$ cat config.mk
export PLATFORM = sky130hd
export DESIGN_NAME = ram_burst_reader
export DESIGN_NICKNAME = d
export VERILOG_FILES = /design/src/rtl/ram_pkg.sv /design/src/rtl/ram_rd_skid_fifo.sv /design/src/rtl/ram_burst_reader.sv
export SDC_FILE = /design/constraint.sdc
export NUM_CORES = 1
export LEC_CHECK = 0
export ABC_AREA = 0
export CORE_MARGIN = 2
export CORE_UTILIZATION = 40
export DETAILED_ROUTE_END_ITERATION = 8
export DONT_BUFFER_PORTS = 1
export SYNTH_ARGS = -nofsm -noshare
export SYNTH_HDL_FRONTEND = slang
export SYNTH_SLANG_ARGS = --single-unit
$ cat constraint.sdc
create_clock -name clk -period 5.7 [get_ports clk]
set_input_delay 0.855 -clock clk [delete_from_list [all_inputs] [get_ports clk]]
set_output_delay 0.855 -clock clk [all_outputs]
set_load 0.005 [all_outputs]
$ cat src/rtl/ram_pkg.sv
// Shared state encoding and default widths for the RAM burst reader.
package ram_pkg;

    typedef enum logic [1:0] {
        IDLE,
        READ,
        DRAIN
    } ram_state_t;

    localparam int DEF_RAM_WIDTH = 8;
    localparam int DEF_ADDR_SIZE = 4;

endpackage

$ cat src/rtl/ram_rd_skid_fifo.sv
// Two-entry buffer absorbing RAM read latency between issue and downstream accept.
module ram_rd_skid_fifo #(
    parameter int WIDTH = 8
) (
    input  logic             clk,
    input  logic             reset,
    input  logic             push,
    input  logic [WIDTH-1:0] push_data,
    input  logic             pop,
    output logic             valid,
    output logic [WIDTH-1:0] data,
    output logic [1:0]       count
);

    logic [WIDTH-1:0] mem [2];
    logic             wr_ptr;
    logic             rd_ptr;

    always_ff @(posedge clk) begin
        if (reset) begin
            mem[0] <= '0;
            mem[1] <= '0;
            wr_ptr <= 1'b0;
            rd_ptr <= 1'b0;
            count  <= '0;
        end else begin
            if (push) begin
                mem[wr_ptr] <= push_data;
                wr_ptr      <= ~wr_ptr;
            end
            if (pop) begin
                rd_ptr <= ~rd_ptr;
            end
            case ({push, pop})
                2'b10:   count <= count + 2'd1;
                2'b01:   count <= count - 2'd1;
                default: count <= count;
            endcase
        end
    end

    assign valid = (count != 2'd0);
    assign data  = mem[rd_ptr];

endmodule

$ cat src/rtl/ram_burst_reader.sv
// Streams a burst of RAM words (registered read port) out through a valid/ready interface.
// Optional RAM_BURST_READER_LAST_EN adds out_last flagging the final word of each burst.
module ram_burst_reader
    import ram_pkg::*;
#(
    parameter int RAM_WIDTH = DEF_RAM_WIDTH,
    parameter int ADDR_SIZE = DEF_ADDR_SIZE
) (
    input  logic                 clk,
    input  logic                 reset,
    input  logic                 start,
    input  logic [ADDR_SIZE-1:0] base_addr,
    input  logic [ADDR_SIZE:0]   burst_len,
    output logic                 ram_rd_en,
    output logic [ADDR_SIZE-1:0] ram_rd_addr,
    input  logic [RAM_WIDTH-1:0] ram_rd_data,
    output logic                 out_valid,
    input  logic                 out_ready,
    output logic [RAM_WIDTH-1:0] out_data,
`ifdef RAM_BURST_READER_LAST_EN
    output logic                 out_last,
`endif
    output logic                 busy,
    output logic                 done
);

    ram_state_t           state;
    ram_state_t           state_next;
    logic                 done_next;
    logic [ADDR_SIZE:0]   issue_rem;
    logic [ADDR_SIZE:0]   out_rem;
    logic [ADDR_SIZE-1:0] rd_addr;
    logic                 rd_pending;
    logic                 rd_en;
    logic                 pop;
    logic [1:0]           fifo_count;
    logic [2:0]           occ_next;

`ifdef RAM_BURST_READER_LAST_EN
    localparam int FW = RAM_WIDTH + 1;
    logic rd_last_pending;
`else
    localparam int FW = RAM_WIDTH;
`endif
    logic [FW-1:0] push_data;
    logic [FW-1:0] fifo_data;

    assign pop = out_valid & out_ready;

    // Buffer slots already spoken for at the next edge; a new read needs one free.
    assign occ_next = {1'b0, fifo_count} + {2'b00, rd_pending} - {2'b00, pop};
    assign rd_en    = ~reset && (state == READ) && (issue_rem != '0) && (occ_next < 3'd2);

    always_comb begin
        state_next = state;
        done_next  = 1'b0;
        case (state)
            IDLE: begin
                if (start) begin
                    if (burst_len != '0) state_next = READ;
                    else                 done_next  = 1'b1;
                end
            end
            READ: begin
                if (rd_en && issue_rem == (ADDR_SIZE+1)'(1)) state_next = DRAIN;
            end
            DRAIN: begin
                if (pop && out_rem == (ADDR_SIZE+1)'(1)) begin
                    state_next = IDLE;
                    done_next  = 1'b1;
                end
            end
            default: state_next = IDLE;
        endcase
    end

    always_ff @(posedge clk) begin
        if (reset) begin
            state      <= IDLE;
            done       <= 1'b0;
            issue_rem  <= '0;
            out_rem    <= '0;
            rd_addr    <= '0;
            rd_pending <= 1'b0;
        end else begin
            state      <= state_next;
            done       <= done_next;
            rd_pending <= rd_en;
            if (state == IDLE && start && burst_len != '0) begin
                rd_addr   <= base_addr;
                issue_rem <= burst_len;
                out_rem   <= burst_len;
            end else begin
                if (rd_en) begin
                    rd_addr   <= rd_addr + ADDR_SIZE'(1);
                    issue_rem <= issue_rem - (ADDR_SIZE+1)'(1);
                end
                if (pop) begin
                    out_rem <= out_rem - (ADDR_SIZE+1)'(1);
                end
            end
        end
    end

`ifdef RAM_BURST_READER_LAST_EN
    always_ff @(posedge clk) begin
        if (reset) rd_last_pending <= 1'b0;
        else       rd_last_pending <= rd_en && (issue_rem == (ADDR_SIZE+1)'(1));
    end

    assign push_data = {rd_last_pending, ram_rd_data};
    assign out_data  = fifo_data[RAM_WIDTH-1:0];
    assign out_last  = out_valid & fifo_data[RAM_WIDTH];
`else
    assign push_data = ram_rd_data;
    assign out_data  = fifo_data;
`endif

    ram_rd_skid_fifo #(
        .WIDTH(FW)
    ) u_fifo (
        .clk      (clk),
        .reset    (reset),
        .push     (rd_pending),
        .push_data(push_data),
        .pop      (pop),
        .valid    (out_valid),
        .data     (fifo_data),
        .count    (fifo_count)
    );

    assign ram_rd_en   = rd_en;
    assign ram_rd_addr = rd_addr;
    assign busy        = (state != IDLE);

endmodule

# Yosys cells after proc, flatten, opt, wreduce, memory -nomap -nowiden
# Memories as Yosys holds them, arrays and structs flattened. A register that Yosys moved wholly into a read port is not among the register bits.
# Cells that the tools add are included.
[totals]
mem_count = 1
input_bits = 21
regBits = 22
romBits = 0
output_inout_bits = 16
ram_bits = 16
word_cells = 75
latch_bits = 0
[classes]
addsub = 7
magnitude_cmp = 1
mux = 26
n_reduce_logical = 17
n_bitwise = 4
shift = 0
div = 0
n_eq_ne = 10
mul = 0
[mem_list]
columns = ["memory", "words", "width", "read_ports", "rd_ports_with_merged_regs", "wr", "line", "text"]
rows = [
  ["u_fifo.mem", 2, 8, 1, 1, 2, "ram_rd_skid_fifo.sv:15", "logic [WIDTH-1:0] mem [2];"],
]
[ops]
columns = ["operator", "count"]
rows = [
  ["two-way mux 5 bit", 4],
  ["two-way mux 1 bit", 12],
  ["equality test 5 x 1 -> 1 bit, second input constant", 2],
  ["nonzero test 2 bit", 5],
  ["nonzero test 5 bit", 2],
  ["subtractor 5 x 1 -> 5 bit, second input constant", 2],
  ["two-way mux 2 bit", 4],
  ["two-way mux 4 bit", 2],
  ["two-way mux 8 bit", 1],
  ["OR reduction 8 bit", 1],
  ["logical AND 1 bit", 7],
  ["!= test 2 bit, second input constant", 3],
  ["case mux 2 bit (3 select lines)", 1],
  ["adder 4 x 1 -> 4 bit, second input constant", 1],
  ["equality test 2 x 1 -> 1 bit, second input constant", 2],
  ["equality test 2 bit, second input constant", 2],
  ["case mux 2 bit (2 select lines)", 1],
  ["AND reduction 4 bit", 1],
  ["adder 2 x 1 -> 3 bit", 1],
  ["< comparator 3 x 2 -> 1 bit, second input constant", 1],
  ["inverter 1 bit", 3],
  ["subtractor 3 x 1 -> 3 bit", 1],
  ["adder 2 x 1 -> 2 bit, second input constant", 1],
  ["logical NOT 2 bit", 1],
  ["4 further kinds", 4],
]

# Depth between registers and ports, before layout
# Gate-level depths: netlist of run 1.
[logic_depth]
depth_word = 8
depth_mapped = 10
ltp_nobuf = 9

# Hierarchy
# Synthesis of run 1 repeated with hierarchy kept, for this count alone.
[hier_totals]
cells_unflattened = 199
hier_area_um2 = 2014.4
[modules_own_cells]
columns = ["mod", "n_inst", "seq_area_each_um2", "area_per_inst_um2", "cells_each"]
rows = [
  ["ram_burst_reader", 1, 360.3, 1113.6, 125],
  ["ram_rd_skid_fifo", 1, 580.6, 900.9, 74],
]

# Worst setup path before layout of run 1
# No wires, ideal clock.
[synth_path]
kind = "input to output"
from = "input out_ready"
to = "output ram_rd_en"
t_arrival_ns = 2.261
n_path_buf = 0
path_stages = 7
required_time_ns = 4.845
path_slack_ns = 2.584
path_cell_list = "and3b_1 -> or2_2 -> nand2_1 -> fa_1 -> and4bb_2 -> nand3_4 -> inv_2"
[synth_via]
elab_chain_len = 4
[synth_rtl]
columns = ["element", "line", "text"]
rows = [
  ["start, declared", "ram_burst_reader.sv:18", "input logic out_ready,"],
  ["AND 1 bit", "ram_burst_reader.sv:48", "assign pop = out_valid & out_ready;"],
  ["subtractor 3 x 1 -> 3 bit", "ram_burst_reader.sv:51", "assign occ_next = {1'b0, fifo_count} + {2'b00, rd_pending} - {2'b00, pop};"],
  ["< comparator 3 x 2 -> 1 bit", "ram_burst_reader.sv:52", "assign rd_en = ~reset && (state == READ) && (issue_rem != '0) && (occ_next < 3'd2);"],
  ["logical AND 1 bit", "ram_burst_reader.sv:52", ""],
  ["end, declared", "ram_burst_reader.sv:14", "output logic ram_rd_en,"],
]
# No other way between the ends.

# Final worst setup path of run 1
[layout_path]
from = "register u_fifo.count[1]"
to = "output ram_rd_en"
[layout_via]
elab_chain_len = 5
word_cells_on_any_way = 6
cone_classes = "add/sub (2); order compare (1); bitwise (1); reduce/logical (2)"
[layout_rtl]
columns = ["element", "line", "text"]
rows = [
  ["start, declared", "ram_rd_skid_fifo.sv:12", "output logic [1:0] count"],
  ["start signal, assigned", "ram_rd_skid_fifo.sv:35", "2'b10: count <= count + 2'd1;"],
  ["start signal, assigned", "ram_rd_skid_fifo.sv:36", "2'b01: count <= count - 2'd1;"],
  ["start signal, assigned", "ram_rd_skid_fifo.sv:37", "default: count <= count;"],
  ["branches (longest 2 deep; another with adder 2 x 1 -> 3 bit)", "--", ""],
  ["subtractor 3 x 1 -> 3 bit (*)", "ram_burst_reader.sv:51", ""],
  ["< comparator 3 x 2 -> 1 bit (*)", "ram_burst_reader.sv:52", ""],
  ["logical AND 1 bit (*)", "ram_burst_reader.sv:52", ""],
]
# Mark *: on every way between the ends.

==> metrics.md, run 1 <==
| Metric | Value |
|---|---|
| Critical path endpoint category | primary output |
| Full die area | 5520 µm² |
| Port-buffer cells | 0 |
| Drt initial violations | 42 |
| Max cap viols | 0 |
| Crit path max fanout | 10 |
| Setup Buffers After CTS | 0 |
| IO Count | 37 |
| Delay-heaviest family, CP | simple AND/OR/NAND/NOR gates |
| IR drop worst, VDD | between 0.0001 and 0.00015 V |
| Resize count post-CTS | 0 |
| Final slew viol count | 0 |
| Global-route wire length before repair | 6120 µm |
| Status | finished, final reports clean |
| Setup ws final | 2.43 ns |
| Last weighted congestion value of the routability-driven placer | 0.893 |
| Yosys reg bits | 39 |
| CTS Hold Bufs | 0 |
| Syn_nets | 215 |
| Share of cells above drive strength 1 | between 15 and 20% |
| RSZ-0062 raised after global routing | no |
| Clk buf depth | 2 |
| Fin util | a little under half |
| Multi-input combinational cell area | 967 µm² |
| Power density cells | 292 nW/µm² |
| Die height | 74.3 µm |
| Slew @ Worst Pin | 0.579 ns |
| Setup TNS | 0 ns |
| Routed wire per std cell | about 15 µm |
| Synth Instances | 187 |
| # setup viols final | 0 |
| Filler cells | roughly 470 |
| Leak | between 0.7 and 0.8 nW |
| Primary FF master, synth | dfxtp_1 |
| Dpl ws | between 2 and 2.5 ns |
| Worst Path Class, Setup | reg -> out |
| Critical-path top delay cell | dfxtp_1 |
| Worst-path clk slew | 0.09 ns |
| Hold Slack | approximately 0.5 ns |
| Mapped Avg Cell Area | approximately 11 µm² |
| Clock buffer count from CTS | 5 |
| Largest net degree at the start of global routing | 24 |
| TritonCTS clock tree | built |
| Drt pass-1 iters | 4 |
| Register area | 941 µm² |
| Routed WL | between 3000 and 4000 µm |
| Post-layout nets | between 200 and 250 |
| H-tree levels | 2 |
| Startpoint Class | flip-flop |
| Antenna diodes | 0 |
| Starting density of the core | 41.6% |
| Commonest non-fill, non-tap cell in the layout | dfxtp_1 |
| Antenna violations before repair | 0 |
| Slew headroom | 61.3% |
| Vias in the first global route | around 1300 |
| P&R area growth vs syn | 8.35% |
| M1 WL | 1670 µm |
| Worst hold path type | reg -> reg |
| Number of synthesized flops with an enable pin | 16 |
| Worst path bufs/invs | 1 |
| Most frequent cells in the layout | dfxtp_1 (23), and2_1 (16), edfxtp_1 (16) |
| Clock tree root buffer cell | clkbuf_8 |
| Via density per instance | 5.37 |
| Clock sink count | 39 |
| WP data arrival | ~2.4 ns |
| Via count | approximately 1400 |
| Cell breakdown of the critical path | and3b_1 -> or2_2 -> nand2_1 -> fa_1 -> and4bb_2 -> nand3_4 -> inv_2 |
| Uppermost layer routed | met4 |
| # DRC | 0 |
| Synth Cell Area | 1980 µm² |
| Metal2 WL | 1770 µm |
| Final clock skew | 0.0114 ns |
| Fmax | roughly 0.31 GHz |
| Synth Warn # | 0 |
| Critical Path Max Stage Delay | 0.55 ns |
| Sequential cell area fraction in the yosys report | a little under half |
| Netlist cell types | 50 |
| Clk_lat worst skew | approximately 0.3 ns |
| Final Hold Vio Count | 0 |
| Minimum clock period | 3.27 ns |
| Worst EP required | 4.85 ns |
| # rows | 25 |
| Ys async rst share | 0% |
| Hpwl dp | 2810 µm |
| Congestion Overflow GR | 0 |
| Die Wd | 74.3 µm |
| DR WL met3 | between 300 and 400 µm |
| Core area | 4750 µm² |
| Fin crit share | between 50% and 60% |
| Antenna Nets Post-Route | 0 |
| All-layer global routing usage | 14.8% |
-- synthesized netlist by cell type (2+ instances only) --
cell type / number / share of area, %
a21oi_1: 12 / 3.0
a22oi_1: 2 / 0.76
a31oi_1: 3 / 0.95
and2_1: 16 / 5.1
and3_1: 2 / 0.63
clkbuf_1: 5 / 0.95
dfxtp_1: 23 / 23
edfxtp_1: 16 / 24
ha_1: 6 / 3.8
inv_1: 8 / 1.5
mux2_2: 8 / 4.6
mux2i_1: 3 / 1.5
nand2_1: 12 / 2.3
nand2b_1: 2 / 0.63
nand3_1: 3 / 0.76
nand4_1: 3 / 0.95
nor2_1: 8 / 1.5
nor2b_1: 2 / 0.63
nor3_1: 4 / 1.0
nor4_1: 2 / 0.63
nor4b_1: 2 / 0.89
o211ai_1: 2 / 0.76
o21a_1: 3 / 1.1
o21ai_0: 2 / 0.51
o22ai_1: 2 / 0.63
or2_2: 4 / 1.3
or3_1: 3 / 0.95
xnor2_1: 6 / 2.7
xor2_1: 2 / 0.89
-- worst reg2reg max path, delay by kind of cell (launching register included) --
kind	cells	cell delay [ns]
compound gates	1	0.11
fa+ha+maj	1	0.49
buf+inv	1	0.18
flops	1	0.55
mux	1	0.23
simple gates	5	0.91
-- through the flow --
step                total power [mW]  instance area, µm²  instances
global route                   0.650                2140        255
CTS                            0.631                2140        255
detailed placement             0.396                2030        247
floorplan                      0.384                1980        187
finish                         0.626                2140        255
global placement               0.394                2030        247
-- cells by family (layout without fill, tap and decap cells) --
kind of cell             Yosys count  in the layout  share of synthesized area (%)
AND/OR/NAND/NOR                   72             72                           22.4
AO/OA/AOI/OAI                     33             33                           11.3
XOR/XNOR                           9              9                           4.37
buffers and inverters             16             17                           3.48
flip-flops                        39             39                           47.6
adder cells (fa/ha/maj)            7              7                           4.81
multiplexers                      11             11                           6.08
-- cell type report --
type	count	share of cell area, %
multi-input combinational	132	45.2
sequential	39	43.9
clock buffer	5	3.21
tap	67	3.91
clock inverter	3	2.22
inverter	9	1.58
-- sequential cells by signal (all words and copies together), names as in the netlist, named ones only --
name and count:
rd_pending 1, state 2, done 1, u_fifo.wr_ptr 1, u_fifo.count 2, u_fifo.rd_ptr 1
out_rem 5, issue_rem 5, ram_rd_addr 4, u_fifo.mem 16
-- report_power, final --
| part | internal, mW | total (mW) | switching (mW) |
|---|---|---|---|
| Sequential | 0.308 | 0.322 | 0.0147 |
| Clock | 0.133 | 0.236 | 0.103 |
| Combinational | 0.0313 | 0.0677 | 0.0364 |
| Total | 0.471 | 0.626 | 0.154 |
-- path summary, 6_finish.rpt --
| check | startpoint | to | slack, ns | cells past startpoint |
|---|---|---|---|---|
| setup / recovery | u_fifo.count[1] | ram_rd_en | 2.43 | 7 |
| hold / removal | ram_rd_addr[3] | ram_rd_addr[3] | 0.51 | 2 |
| setup reg to reg | u_fifo.count[1] | issue_rem[3] | 3.11 | 9 |
| hold reg to reg | ram_rd_addr[3] | ram_rd_addr[3] | 0.51 | 2 |
-- metal layers --
layer | vias to the layer above | GRT usage, %
met5 | - | 0
li1 | 667 | -
met3 | 5 | 5.69
met1 | 650 | 17.4
met4 | 0 | 5.36
met2 | 48 | 24.8
Note: power is estimated with default switching activity, not from simulation.
==> run 2, diff against run 1 <==
==> constraint.sdc (replaced) <==
create_clock -name clk -period 2.9 [get_ports clk]
set_input_delay 0.435 -clock clk [delete_from_list [all_inputs] [get_ports clk]]
set_output_delay 0.435 -clock clk [all_outputs]
set_load 0.005 [all_outputs]
==> run 2 against run 1 <==
Sequential share of layout area is 0.12 points lower. Clock skew hardly changed. Core utilization is 0.18 points higher. Final area is 0.41% higher. Power is 97% higher. Register-to-register slack worse by 2.7 ns. Clock power is 96% higher. Combinational power is 100% higher. First-iteration DRC count is 24% lower. Largest power group unchanged.
==> metrics.md, run 2 (same netlist as run 1, synthesis figures left out) <==
| Metric | Value |
|---|---|
| P&R area growth vs syn | 8.80% |
| P_int | 0.928 mW (+97%) |
| R2r worst-path depth | 9 (unchanged) |
| IO Count | 37 (unchanged) |
| Max reg flops | 16 (unchanged) |
| Worst Path Class, Setup | reg -> out |
| Top Registers | u_fifo.mem: 16 flops, issue_rem: 5 flops, out_rem: 5 flops |
| Max cap viols | 0 (unchanged) |
| Most frequent cells in the layout | dfxtp_1 (22), and2_1 (16), edfxtp_1 (16) |
| Hpwl dp | 2830 µm (+0.52%) |
| Multi-input combinational cell area | 967 µm² (unchanged) |
| H-tree levels | 2 (unchanged) |
| Final Hold Vio Count | 0 (unchanged) |
| TritonCTS clock tree | built |
| Minimum clock period | 2.73 ns |
| Dpl ws | 0.306 ns (-2.18 ns) |
| Worst EP required | 2.47 ns (-2.38 ns) |
| Routed wire per std cell | 15.3 µm (+0.33%) |
| Clock tree root buffer cell | clkbuf_8 |
| Logic pwr share | 11.2% (+0.4 points) |
| Drt initial violations | 32 (-24%) |
| Crit path max fanout | 10 (unchanged) |
| Register share of total power | 51.3% (-0.2 points) |
| Share of cells above drive strength 1 | 18.0% (+0.97 points) |
| WP data arrival | 2.29 ns (-0.12 ns) |
| CTS Hold Bufs | 0 (unchanged) |
| Register area | 942 µm² (+0.13%) |
| Hold Slack | 0.196 ns (-0.309 ns) |
| Final Non-Filler Cells | 256 (+0.39%) |
| WHS Path Cells | 1 (-1) |
| Design area | 2150 µm² (+0.41%) |
| Slew @ Worst Pin | 0.555 ns (-0.0238 ns) |
| Fin util | 45.2% (+0.18 points) |
| Congestion Overflow GR | 0 (unchanged) |
| Critical path endpoint category | primary output |
| Core area | 4750 µm² (unchanged) |
| Hold Crit Start | reset |
| # setup viols final | 0 (unchanged) |
| Port-buffer cells | 0 (unchanged) |
| # DRC | 0 (unchanged) |
| Slew headroom | 62.9% (+1.6 points) |
| Antenna diodes | 0 (unchanged) |
| Leak | 0.790 nW (+0.75%) |
| Setup Buffers After CTS | 0 (unchanged) |
| Worst r2r src | u_fifo.count[1] |
| Clk_lat worst skew | 0.29 ns (about the same) |
| RSZ-0062 raised after global routing | no |
| Post-layout nets | 216 (+0.47%) |
| Die Wd | 74.3 µm (unchanged) |
| Final slew viol count | 0 (unchanged) |
| Fin crit share | around 94% |
| Clk buf depth | 2 (unchanged) |
| Full die area | 5520 µm² (unchanged) |
| Vias in the first global route | 1387 (+6.0%) |
| Antenna violations before repair | 0 (unchanged) |
| Worst r2r dst | issue_rem[3] |
| Via count | 1370 (unchanged) |
| Commonest non-fill, non-tap cell in the layout | dfxtp_1 |
| Worst-path clk slew | 0.09 ns (about the same) |
| Final clock skew | 0.0114 ns (+0.0000369 ns) |
| Filler cells | 466 (-0.64%) |
| Placed insts | 248 (+0.40%) |
| Starting density of the core | 41.6% (unchanged) |
| All-layer global routing usage | 15.4% (+0.63 points) |
| Startpoint Class | flip-flop |
| Total power | 1.23 mW (+97%) |
| Switching portion of total power | 24.6% (-0.054 points) |
| Power density cells | 572 nW/µm² (+96%) |
| Routed WL | 3910 µm (+0.72%) |
| Largest net degree at the start of global routing | 24 (unchanged) |
| Antenna Nets Post-Route | 0 (unchanged) |
| Setup TNS | 0 ns (unchanged) |
| Worst hold path type | in -> reg |
| Cell Area, Placed | 2030 µm² (+0.37%) |
| Largest Register | u_fifo.mem |
| Clock buffer count from CTS | 5 (unchanged) |
| Last weighted congestion value of the routability-driven placer | 0.804 (-9.9%) |
| Drt pass-1 iters | 4 (unchanged) |
| Global-route wire length before repair | 6350 µm (+3.7%) |
| Die height | 74.3 µm (unchanged) |
| IR drop worst, VDD | 0.000291 V (+170%) |
| CP startpoint | u_fifo.count[1] |
| Clock share of power | 37.5% (-0.2 points) |
| # rows | 25 (unchanged) |
| Worst reg2reg setup slack | 0.44 ns (-2.67 ns) |
| Fmax | roughly 0.37 GHz |
| WHS Endpoint | state[0] |
| Status | finished, final reports clean |
| Setup ws final | 0.173 ns (-2.26 ns) |
| Psw | 0.303 mW (+96%) |
| Clock sink count | 39 (unchanged) |
| Via density per instance | 5.35 (-0.39%) |
## run 2: cell types whose count changed in the layout (fill, tap and decap cells not counted)
cell and delta:
buf_4 +1, dfxtp_1 -1, dfxtp_2 +1
## run 2: cell type report
class                           count  share of cell area [%]
Clock buffer                        5                    3.20
Clock inverter                      3                    2.21
Multi-Input combinational cell    132                    45.0
Timing Repair Buffer                1                   0.349
Inverter                            9                    1.57
Tap cell                           67                    3.90
Sequential cell                    39                    43.8
## run 2: power by group through the flow
stage | combinational, mW | sequential [mW] | clock (mW)
after detailed placement | 0.137 | 0.644 | 0
after floorplan | 0.120 | 0.636 | 0
final | 0.137 | 0.631 | 0.462
after CTS | 0.138 | 0.631 | 0.472
after global routing | 0.154 | 0.637 | 0.493
after global placement | 0.133 | 0.643 | 0
## run 2: how the worst max path moves through the flow
stage | endpoint | slack, ns | cells past startpoint
3_3_place_gp | issue_rem[3] | 0.40 | 9
4_1_cts | ram_rd_en | 0.01 | 7
3_5_place_dp | issue_rem[3] | 0.31 | 9
2_1_floorplan | issue_rem[3] | 0.52 | 10
5_1_grt | ram_rd_en | 0.06 | 7
6_report | ram_rd_en | 0.17 | 7
## run 2: routing by layer
metal	routed length [µm]	global-route usage [%]
met1	1660	18.2
met2	1860	25.3
met3	335	5.96
met4	60	6.35
met5	0	0
## run 2: repair_timing
| item | 4_1_cts | 5_1_grt |
|---|---|---|
| gates resized for setup | 0 | 1 |
| hold endpoints to repair | 0 | 0 |
| endpoints found under the setup margin | 0 | 1 |
## run 2: critical path, stage by stage, from the launching register on
cell and delay [ns]:
dfxtp_2 0.45, and3b_1 0.23, or2_2 0.14, nand2_1 0.06
fa_1 0.47, and4bb_2 0.30, nand3_4 0.15, inv_2 0.19
